$ cat src/rtl/mdu_iter_if.sv
// Handshake/operand bundle between the EX-stage operand buses and mdu_iter.
// master: pipeline side (drives request and operands); slave: the unit.
interface mdu_iter_if #(
  parameter int unsigned WIDTH = 32
) ();
  logic             start;
  logic [2:0]       op;
  logic [WIDTH-1:0] A;
  logic [WIDTH-1:0] B;
  logic             busy;
  logic             done;
  logic [WIDTH-1:0] hi;
  logic [WIDTH-1:0] lo;

  modport master (
    output start, op, A, B,
    input  busy, done, hi, lo
  );

  modport slave (
    input  start, op, A, B,
    output busy, done, hi, lo
  );
endinterface

$ cat src/rtl/mdu_iter.sv
// Iterative multiply/divide unit holding the architectural HI/LO registers.
// Multiply is shift-add, divide is restoring; both take WIDTH iterations on
// operand magnitudes and apply sign correction when HI/LO are written.
// Build option: define MDU_DIV_EN to compile in the divide datapath; without
// it, DIV/DIVU are ignored like reserved opcodes.
module mdu_iter #(
  parameter int unsigned WIDTH = 32
) (
  input logic       clk,
  input logic       rstn,
  mdu_iter_if.slave bus
);

  localparam int unsigned CntW = $clog2(WIDTH);
  localparam logic [CntW-1:0] CntLast = CntW'(WIDTH - 1);

  localparam logic [2:0] OpMult  = 3'd0;
  localparam logic [2:0] OpMultu = 3'd1;
`ifdef MDU_DIV_EN
  localparam logic [2:0] OpDiv   = 3'd2;
  localparam logic [2:0] OpDivu  = 3'd3;
`endif
  localparam logic [2:0] OpMthi  = 3'd4;
  localparam logic [2:0] OpMtlo  = 3'd5;

  typedef enum logic [0:0] {StIdle, StRun} state_e;

  state_e            state_q, state_d;
  logic [CntW-1:0]   cnt_q, cnt_d;
  // acc: running product high half / partial remainder.
  // low: multiplier being shifted out / dividend shifting into quotient.
  logic [WIDTH-1:0]  acc_q, acc_d;
  logic [WIDTH-1:0]  low_q, low_d;
  // opd: multiplicand or divisor magnitude.
  logic [WIDTH-1:0]  opd_q, opd_d;
  // neg: product or quotient must be negated at completion.
  logic              neg_q, neg_d;
  logic [WIDTH-1:0]  hi_q, hi_d;
  logic [WIDTH-1:0]  lo_q, lo_d;
  logic              done_q, done_d;
`ifdef MDU_DIV_EN
  logic              is_div_q, is_div_d;
  logic              neg_rem_q, neg_rem_d;
  logic              div0_q, div0_d;
  logic [WIDTH:0]    div_shift;
  logic [WIDTH:0]    div_diff;
`endif

  logic              is_signed;
  logic              a_neg, b_neg;
  logic [WIDTH-1:0]  a_mag, b_mag;
  logic [WIDTH:0]    mul_sum;
  logic [WIDTH-1:0]  acc_nxt, low_nxt;
  logic [2*WIDTH-1:0] prod, prod_fix;
  logic [WIDTH-1:0]  res_hi, res_lo;

  // Operand sign capture and magnitude conversion for the accepting edge.
  always_comb begin
`ifdef MDU_DIV_EN
    is_signed = (bus.op == OpMult) || (bus.op == OpDiv);
`else
    is_signed = (bus.op == OpMult);
`endif
    a_neg = is_signed & bus.A[WIDTH-1];
    b_neg = is_signed & bus.B[WIDTH-1];
    a_mag = a_neg ? -bus.A : bus.A;
    b_mag = b_neg ? -bus.B : bus.B;
  end

  // One iteration step of the active operation, plus the corrected result.
  always_comb begin
    mul_sum = {1'b0, acc_q} + (low_q[0] ? {1'b0, opd_q} : '0);
    acc_nxt = mul_sum[WIDTH:1];
    low_nxt = {mul_sum[0], low_q[WIDTH-1:1]};
`ifdef MDU_DIV_EN
    div_shift = {acc_q, low_q[WIDTH-1]};
    div_diff  = div_shift - {1'b0, opd_q};
    if (is_div_q) begin
      // Top bit of the difference set means the trial subtract went negative.
      acc_nxt = div_diff[WIDTH] ? div_shift[WIDTH-1:0] : div_diff[WIDTH-1:0];
      low_nxt = {low_q[WIDTH-2:0], ~div_diff[WIDTH]};
    end
`endif
    prod     = {acc_nxt, low_nxt};
    prod_fix = neg_q ? -prod : prod;
    res_hi   = prod_fix[2*WIDTH-1:WIDTH];
    res_lo   = prod_fix[WIDTH-1:0];
`ifdef MDU_DIV_EN
    if (is_div_q) begin
      // Divide by zero leaves remainder = |A|, so the sign fix yields hi = A.
      res_lo = div0_q ? '1 : (neg_q ? -low_nxt : low_nxt);
      res_hi = neg_rem_q ? -acc_nxt : acc_nxt;
    end
`endif
  end

  // Next-state logic: request decode in IDLE, iteration and completion in RUN.
  always_comb begin
    state_d = state_q;
    cnt_d   = cnt_q;
    acc_d   = acc_q;
    low_d   = low_q;
    opd_d   = opd_q;
    neg_d   = neg_q;
    hi_d    = hi_q;
    lo_d    = lo_q;
    done_d  = 1'b0;
`ifdef MDU_DIV_EN
    is_div_d  = is_div_q;
    neg_rem_d = neg_rem_q;
    div0_d    = div0_q;
`endif
    unique case (state_q)
      StIdle: begin
        if (bus.start) begin
          case (bus.op)
            OpMult, OpMultu: begin
              state_d = StRun;
              cnt_d   = '0;
              acc_d   = '0;
              low_d   = b_mag;
              opd_d   = a_mag;
              neg_d   = a_neg ^ b_neg;
`ifdef MDU_DIV_EN
              is_div_d = 1'b0;
`endif
            end
`ifdef MDU_DIV_EN
            OpDiv, OpDivu: begin
              state_d   = StRun;
              cnt_d     = '0;
              acc_d     = '0;
              low_d     = a_mag;
              opd_d     = b_mag;
              neg_d     = a_neg ^ b_neg;
              is_div_d  = 1'b1;
              neg_rem_d = a_neg;
              div0_d    = (bus.B == '0);
            end
`endif
            OpMthi:  hi_d = bus.A;
            OpMtlo:  lo_d = bus.A;
            default: ;
          endcase
        end
      end
      StRun: begin
        acc_d = acc_nxt;
        low_d = low_nxt;
        cnt_d = cnt_q + 1'b1;
        if (cnt_q == CntLast) begin
          state_d = StIdle;
          hi_d    = res_hi;
          lo_d    = res_lo;
          done_d  = 1'b1;
        end
      end
      default: state_d = StIdle;
    endcase
  end

  // State and datapath registers; reset discards any in-flight operation.
  always_ff @(posedge clk or negedge rstn) begin
    if (!rstn) begin
      state_q <= StIdle;
      cnt_q   <= '0;
      acc_q   <= '0;
      low_q   <= '0;
      opd_q   <= '0;
      neg_q   <= 1'b0;
      hi_q    <= '0;
      lo_q    <= '0;
      done_q  <= 1'b0;
`ifdef MDU_DIV_EN
      is_div_q  <= 1'b0;
      neg_rem_q <= 1'b0;
      div0_q    <= 1'b0;
`endif
    end else begin
      state_q <= state_d;
      cnt_q   <= cnt_d;
      acc_q   <= acc_d;
      low_q   <= low_d;
      opd_q   <= opd_d;
      neg_q   <= neg_d;
      hi_q    <= hi_d;
      lo_q    <= lo_d;
      done_q  <= done_d;
`ifdef MDU_DIV_EN
      is_div_q  <= is_div_d;
      neg_rem_q <= neg_rem_d;
      div0_q    <= div0_d;
`endif
    end
  end

  assign bus.busy = (state_q == StRun);
  assign bus.done = done_q;
  assign bus.hi   = hi_q;
  assign bus.lo   = lo_q;

endmodule

$ cat src/flat_wrapper.sv
// flat-port wrapper written by rule: the top's interface ports become plain ports
module mdu_iter_flat 
#(
  parameter int unsigned WIDTH = 32
)
  (clk, rstn, bus_start, bus_op, bus_A, bus_B, bus_busy, bus_done, bus_hi, bus_lo);
  mdu_iter_if #(.WIDTH(WIDTH)) bus_i ();
  input logic clk;
  input logic rstn;
  input wire logic [$bits(bus_i.start)-1:0] bus_start;
  input wire logic [$bits(bus_i.op)-1:0] bus_op;
  input wire logic [$bits(bus_i.A)-1:0] bus_A;
  input wire logic [$bits(bus_i.B)-1:0] bus_B;
  output wire logic [$bits(bus_i.busy)-1:0] bus_busy;
  output wire logic [$bits(bus_i.done)-1:0] bus_done;
  output wire logic [$bits(bus_i.hi)-1:0] bus_hi;
  output wire logic [$bits(bus_i.lo)-1:0] bus_lo;
  assign bus_i.start = bus_start;
  assign bus_i.op = bus_op;
  assign bus_i.A = bus_A;
  assign bus_i.B = bus_B;
  assign bus_busy = bus_i.busy;
  assign bus_done = bus_i.done;
  assign bus_hi = bus_i.hi;
  assign bus_lo = bus_i.lo;
  mdu_iter #(.WIDTH(WIDTH)) u_core (.clk(clk), .rstn(rstn), .bus(bus_i));
endmodule
$ cat config.mk
export PLATFORM = sky130hd
export DESIGN_NAME = mdu_iter_flat
export DESIGN_NICKNAME = d
export VERILOG_FILES = /design/src/rtl/mdu_iter_if.sv /design/src/rtl/mdu_iter.sv /design/src/flat_wrapper.sv
export SDC_FILE = /design/constraint.sdc
export NUM_CORES = 1
export LEC_CHECK = 0
export CORE_MARGIN = 2
export CORE_UTILIZATION = 30
export DETAILED_ROUTE_END_ITERATION = 8
export PLACE_DENSITY = 0.44
export RECOVER_POWER = 50
export SYNTH_ARGS = -nofsm -noshare
export SYNTH_HDL_FRONTEND = slang
export SYNTH_SLANG_ARGS = --single-unit
$ cat constraint.sdc
create_clock -name clk -period 4.7 [get_ports clk]
set_clock_uncertainty 0.2 [all_clocks]
set_input_delay 1.41 -clock clk [delete_from_list [all_inputs] [get_ports clk]]
set_output_delay 1.41 -clock clk [all_outputs]
set_load 0.03 [all_outputs]
# Yosys cells after proc, flatten, opt, wreduce, memory -nomap -nowiden
# Index checks and enable logic that the tools add are counted.
[classes]
bitwise_logic = 4
n_reduce_logical = 6
muxes = 27
eq_ne = 9
add_sub_neg = 5
[op_table]
columns = ["cell", "count"]
rows = [
  ["2-to-1 mux 32 bit", 13],
  ["one-hot mux 32 bit (2 select lines)", 4],
  ["2-to-1 mux 64 bit", 1],
  ["negator 32 bit", 2],
  ["negator 64 bit", 1],
  ["adder 32 x 33 -> 33 bit", 1],
  ["2-to-1 mux 5 bit", 2],
  ["!= test 2 bit (second input constant)", 5],
  ["one-hot mux 5 bit (2 select lines)", 1],
  ["AND reduction 3 bit", 3],
  ["== test 3 bit (second input constant)", 2],
  ["adder 5 x 1 -> 5 bit (second input constant)", 1],
  ["== test 5 bit (second input constant)", 1],
  ["2-to-1 mux 1 bit", 5],
  ["== test 3 x 1 -> 1 bit (second input constant)", 1],
  ["zero test 3 bit", 1],
  ["AND 1 bit", 2],
  ["one-hot mux 1 bit (2 select lines)", 1],
  ["AND reduction 2 bit", 1],
  ["OR reduction 2 bit", 1],
  ["inverter 1 bit", 1],
  ["bitwise XOR 1 bit", 1],
]
[word_totals]
ff_bits = 168
word_cells = 60

# Depth between registers and ports, before layout
[depth]
word_depth = 6
depth_mapped = 16
mapped_depth_nobuf = 13

# Least setup slack after synthesis
# No wires, ideal clock.
[synth_path]
kind = "in2reg"
start = "in bus_B[8]"
end = "reg u_core.low_q[29]"
slack_ns = 0.455
arrival_time_ns = 3.912
path_stages = 9
path_cell_list = "or4_1 or3_1 nor4_1 and2_1 nand2_1 or4_1 o31ai_1 xor2_1 o21ai_0"
[synth_via]
elab_chain_len = 5
[synth_rtl]
columns = ["item", "line", "text"]
rows = [
  ["from (decl)", "flat_wrapper.sv:13", "input wire logic [$bits(bus_i.B)-1:0] bus_B;"],
  ["negator 32 bit", "mdu_iter.sv:67", "b_mag = b_neg ? -bus.B : bus.B;"],
  ["2-to-1 mux 32 bit", "mdu_iter.sv:67", ""],
  ["2-to-1 mux 32 bit", "mdu_iter.sv:116", "case (bus.op)"],
  ["2-to-1 mux 32 bit", "mdu_iter.sv:115", "if (bus.start) begin"],
  ["one-hot mux 32 bit (2 select lines)", "mdu_iter.sv:113", "unique case (state_q)"],
  ["to (signal assigned)", "mdu_iter.sv:183", "low_q <= low_d;"],
  ["to (decl)", "mdu_iter.sv:33", "logic [WIDTH-1:0] low_q, low_d;"],
]
# Every way passes these cells. The select of a mux whose other input is x is not followed.
# A chain may end at the register's enable or synchronous reset.

# Worst setup path after layout
[layout_path]
start = "reg u_core.low_q[0]"
end = "reg u_core.hi_q[28] (netlist: u_core.bus.hi[28])"
[layout_via]
elab_chain_len = 6
[layout_rtl]
columns = ["item", "line", "text"]
rows = [
  ["2-to-1 mux 32 bit *", "mdu_iter.sv:72", "mul_sum = {1'b0, acc_q} + (low_q[0] ? {1'b0, opd_q} : '0);"],
  ["adder 32 x 33 -> 33 bit *", "mdu_iter.sv:72", ""],
  ["negator 64 bit", "mdu_iter.sv:85", "prod_fix = neg_q ? -prod : prod;"],
  ["2-to-1 mux 64 bit *", "mdu_iter.sv:85", ""],
  ["2-to-1 mux 32 bit *", "mdu_iter.sv:151", "if (cnt_q == CntLast) begin"],
  ["one-hot mux 32 bit (2 select lines) *", "mdu_iter.sv:113", ""],
  ["to (signal assigned)", "mdu_iter.sv:186", "hi_q <= hi_d;"],
  ["to (decl)", "mdu_iter.sv:38", "logic [WIDTH-1:0] hi_q, hi_d;"],
]
# Every way passes the cells marked *; elsewhere a longest branch is shown, timed or not. The select of a mux whose other input is x is not followed.

==> flow_results.xml <==
<?xml version="1.0" encoding="UTF-8"?>
<metrics>
  <group name="clocking">
    <metric name="cts_tree" unit="">done</metric>
    <metric name="numCtsBuffers" unit="">17</metric>
    <metric name="cts-hold-fix-buffers" unit="">0</metric>
    <metric name="clk_lat_worst_skew" unit="ps">450</metric>
    <metric name="cts_num_sinks" unit="">168</metric>
    <metric name="htree_levels" unit="">4</metric>
    <metric name="clkTransAtPathRegs" unit="ps">70</metric>
    <metric name="cts_root_buf" unit="">sky130_fd_sc_hd__clkbuf_16</metric>
    <metric name="clock_tree.buffer_depth" unit="">2</metric>
  </group>
  <group name="detailed_routing">
    <metric name="post_drt_via_cell_ratio" unit="">5.290</metric>
    <metric name="route.detailed.wl_per_inst" unit="µm">20.20</metric>
    <metric name="drtAntennaViolNets" unit="">0</metric>
    <metric name="remaining_drc_errors" unit="">0</metric>
    <metric name="dr_total_vias" unit="">11180</metric>
    <metric name="initialDrtViolationCount" unit="">717</metric>
    <metric name="first_pass_iters" unit="">5</metric>
    <metric name="drt_wl_total" unit="µm">42710</metric>
  </group>
  <group name="synth">
    <metric name="synth.yosys.seq_area_share" unit="%">35.25</metric>
    <metric name="synth_area_leader_cell" unit="">sky130_fd_sc_hd__dfrtp_1</metric>
    <metric name="synth_top_cells_by_count" unit="">sky130_fd_sc_hd__dfrtp_1, sky130_fd_sc_hd__o21ai_0, sky130_fd_sc_hd__nand2_1</metric>
    <metric name="yosys.area.top_type_share" unit="%">35.25</metric>
    <metric name="mappedNetlistArea" unit="mm²">0.01193</metric>
    <metric name="ys_dominant_reg_cell" unit="">sky130_fd_sc_hd__dfrtp_1</metric>
    <metric name="syn_nets" unit="">1503</metric>
    <metric name="synthesis.yosys.warnings" unit="">0</metric>
    <metric name="synth.lib_cells_used.distinct" unit="">86</metric>
    <metric name="synth.most_common_cell" unit="">sky130_fd_sc_hd__dfrtp_1</metric>
    <metric name="synth_edf_count" unit="">0</metric>
    <metric name="ys_seq_elements" unit="">168</metric>
    <metric name="synthTopCellsByArea" unit="">sky130_fd_sc_hd__dfrtp_1, sky130_fd_sc_hd__o21ai_0, sky130_fd_sc_hd__xor2_1, sky130_fd_sc_hd__nand2_1, sky130_fd_sc_hd__a21oi_1</metric>
    <metric name="async_s_r_ff_share_synth" unit="%">100.0</metric>
    <metric name="postSynthAreaPerCell" unit="µm²">8.550</metric>
    <metric name="syn_inst" unit="">1395</metric>
  </group>
  <group name="status">
    <metric name="failing_checks" unit="">max-capacitance violations, max-slew violations</metric>
    <metric name="outcome" unit="">finished, violations left</metric>
  </group>
  <group name="pwr">
    <metric name="net_switching" unit="W">0.004485</metric>
    <metric name="power_density" unit="mW/mm²">646.2</metric>
    <metric name="irDropWorstVdd" unit="mV">0.2808</metric>
    <metric name="p_seq_share" unit="%">27.8</metric>
    <metric name="share_comb_of_total_power" unit="%">56.6</metric>
    <metric name="pwr-share-clk" unit="%">15.6</metric>
    <metric name="power.switching_fraction" unit="%">45.81</metric>
    <metric name="power_leakage" unit="nW">6.448</metric>
    <metric name="cellInternalPower" unit="W">0.005306</metric>
  </group>
  <group name="final_layout">
    <metric name="layout_overhead_on_the_synthesized_area" unit="%">27.02</metric>
    <metric name="post-route-cell-area" unit="mm²">0.01515</metric>
    <metric name="final_nets" unit="">1682</metric>
    <metric name="layout-drive-gt1-share" unit="%">13.11</metric>
  </group>
  <group name="critical_path">
    <metric name="worst_ep_arrival_time" unit="ps">4670</metric>
    <metric name="critical_path.reg2reg.startpoint" unit="">u_core.low_q[0]$_DFFE_PN0P_</metric>
    <metric name="worst-endpoint-required" unit="ps">4850</metric>
    <metric name="setup_slack_of_the_worst_register_to_register_path" unit="ps">190</metric>
    <metric name="worstPathMaxFanout" unit="">7</metric>
    <metric name="worst_r2r_endpoint" unit="">u_core.bus.hi[28]$_DFFE_PN0P_</metric>
    <metric name="crit_path_end_kind" unit="">register</metric>
    <metric name="reg2reg_depth" unit="">16</metric>
    <metric name="worstSetupStartpointType" unit="">register</metric>
    <metric name="critPathKind" unit="">reg -&gt; reg</metric>
  </group>
  <group name="worst_hold_path">
    <metric name="worst_hold_path_type" unit="">reg -&gt; reg</metric>
    <metric name="timing.hold.worst.start" unit="">u_core.bus.hi[11]$_DFFE_PN0P_</metric>
    <metric name="worstHoldPathCells" unit="">1</metric>
    <metric name="hold_path_end" unit="">u_core.bus.hi[11]$_DFFE_PN0P_</metric>
  </group>
  <group name="floorplan">
    <metric name="dieArea" unit="mm²">0.04137</metric>
    <metric name="core-area" unit="mm²">0.03946</metric>
    <metric name="die_ht" unit="µm">203.4</metric>
    <metric name="core.rowCount" unit="">73</metric>
    <metric name="start_util" unit="%">30.23</metric>
    <metric name="ioPinCount" unit="">136</metric>
    <metric name="die_width" unit="µm">203.4</metric>
  </group>
  <group name="global_routing">
    <metric name="antenna_violations_before_repair" unit="">3</metric>
    <metric name="grt_max_degree" unit="">71</metric>
    <metric name="grt_pass1_wl" unit="µm">66030</metric>
    <metric name="gr-total-overflow" unit="">0</metric>
    <metric name="grt_pass1_vias" unit="">11070</metric>
    <metric name="grt_usage" unit="%">20.70</metric>
  </group>
  <group name="placed_design">
    <metric name="placed_area" unit="mm²">0.01448</metric>
    <metric name="count_of_input_and_output_buffers" unit="">135</metric>
    <metric name="detailedPlacementHpwl" unit="µm">32880</metric>
    <metric name="preCtsSetupSlack" unit="ps">8.698</metric>
    <metric name="globalplace.congestion" unit="">0.8460</metric>
  </group>
  <group name="timing">
    <metric name="maxSlewHeadroom" unit="%">-33.18</metric>
    <metric name="maxSlewViolCount" unit="">140</metric>
    <metric name="final_hold_viol_count" unit="">0</metric>
    <metric name="period_minus_slack" unit="ps">4514</metric>
    <metric name="min_period_over_period" unit="%">96.04</metric>
    <metric name="maxClockFrequency" unit="MHz">221.5</metric>
    <metric name="timing.final.setup_violations" unit="">0</metric>
    <metric name="post-route-worst-setup-slack" unit="ps">186.2</metric>
    <metric name="worst_slew_pin_slew" unit="ps">1998</metric>
  </group>
  <group name="job">
    <metric name="max_cap_viol_count" unit="">2</metric>
  </group>
</metrics>
power by group through the flow:
stage	clock network (W)	registers [W]	logic (W)
final	0.00152	0.00272	0.00554
after global routing	0.00161	0.00282	0.00607
after CTS	0.00156	0.00272	0.00555
after detailed placement	0	0.00274	0.00551
after global placement	0	0.00274	0.00549
after floorplan	0	0.00297	0.00308
layout make-up:
cell class,instances,area (µm²)
fillers,4136,24310
multi-input cells,1114,7372
flip-flops and latches,168,4209
repair buffers,246,2183
well taps,525,656.9
clock buffers,18,439.2
clock inverters,14,183.9
inverters,27,101.3
diodes,2,5.005
metrics by stage:
| step | util, % | hold slack [ps] | TNS, ps | instances | total power [W] |
|---|---|---|---|---|---|
| 2_1_floorplan | - | 237.6 | 0 | 1395 | 0.006043 |
| 3_3_place_gp | 36.69 | 255.5 | -27.09 | 2077 | 0.008234 |
| 3_5_place_dp | 36.69 | 265.1 | 0 | 2077 | 0.008253 |
| 4_1_cts | 38.29 | 280.3 | 0 | 2110 | 0.009835 |
| 5_1_grt | 38.39 | 289.9 | -5.159 | 2113 | 0.01051 |
| 6_report | 38.40 | 272.6 | 0 | 2114 | 0.009790 |
placed cells by master, fill, tap and decap left out, types with 29 or more instances in the layout:
cell and count:
sky130_fd_sc_hd__a22o_1 30, sky130_fd_sc_hd__dfrtp_1 166, sky130_fd_sc_hd__and2_1 41, sky130_fd_sc_hd__xnor2_1 43, sky130_fd_sc_hd__buf_4 103, sky130_fd_sc_hd__nand2_1 133, sky130_fd_sc_hd__nor3_1 32, sky130_fd_sc_hd__a22oi_1 33
sky130_fd_sc_hd__o21ai_0 145, sky130_fd_sc_hd__clkdlybuf4s50_1 121, sky130_fd_sc_hd__a21oi_1 93, sky130_fd_sc_hd__nor2_1 105, sky130_fd_sc_hd__xor2_1 64, sky130_fd_sc_hd__a21o_1 29, sky130_fd_sc_hd__ha_1 37
critical path, stage by stage (launching register included):
cell	delay (ps)
sky130_fd_sc_hd__dfrtp_2	440
sky130_fd_sc_hd__buf_4	150
sky130_fd_sc_hd__and2_1	130
sky130_fd_sc_hd__ha_1	230
sky130_fd_sc_hd__fa_2	370
sky130_fd_sc_hd__a21o_1	240
sky130_fd_sc_hd__a221oi_4	380
sky130_fd_sc_hd__buf_4	200
sky130_fd_sc_hd__o41a_1	170
sky130_fd_sc_hd__nand2_1	80
sky130_fd_sc_hd__xor2_1	180
sky130_fd_sc_hd__or4_4	600
sky130_fd_sc_hd__nor2_1	230
sky130_fd_sc_hd__nor4bb_1	350
sky130_fd_sc_hd__buf_4	170
sky130_fd_sc_hd__nand3_1	70
sky130_fd_sc_hd__a41oi_1	210
registers in the layout, indices dropped and copies added (netlist names):
signal           count
u_core.acc_q        32
u_core.bus.hi       32
u_core.bus.lo       32
u_core.low_q        32
u_core.opd_q        32
u_core.cnt_q         5
u_core.bus.busy      1
u_core.bus.done      1
u_core.neg_q         1
cells by family after synthesis:
logic type      count (synthesis)  share of synthesized area [%]
compound gates                483                          26.95
simple gates                  449                          18.97
flops                         168                          35.25
buf+inv                       113                          3.608
xor+xnor                      108                          7.930
fa+ha+maj                      38                          4.049
mux                            36                          3.252
what timing repair did:
item	CTS	global route
endpoints found under the setup margin	1	19
pin swaps	1	3
setup buffers	1	2
gates cloned	0	0
resized for setup	1	14
layer usage:
layer / global-route usage [%] / up-vias / share of wire [%]
li1: - / 5488 / -
met2: 32.96 / 203 / 45
met1: 29.35 / 5459 / 49
met4: 4.640 / 2 / 1.4
met3: 3.468 / 32 / 3.8
met5: 0 / - / 0.033
worst max path at each step:
stage          slack, ps                         from  cells after the start                            end
2_1_floorplan        450                     bus_B[8]                      9   u_core.low_q[29]$_DFFE_PN0P_
3_3_place_gp         -30  u_core.low_q[0]$_DFFE_PN0P_                     14  u_core.bus.hi[16]$_DFFE_PN0P_
3_5_place_dp           9  u_core.low_q[0]$_DFFE_PN0P_                     14  u_core.bus.hi[16]$_DFFE_PN0P_
4_1_cts                9  u_core.low_q[0]$_DFFE_PN0P_                     15  u_core.bus.hi[25]$_DFFE_PN0P_
5_1_grt               -5  u_core.low_q[0]$_DFFE_PN0P_                     16  u_core.bus.hi[18]$_DFFE_PN0P_
6_report             190  u_core.low_q[0]$_DFFE_PN0P_                     16  u_core.bus.hi[28]$_DFFE_PN0P_
Note: power is estimated with default switching activity, not from simulation.
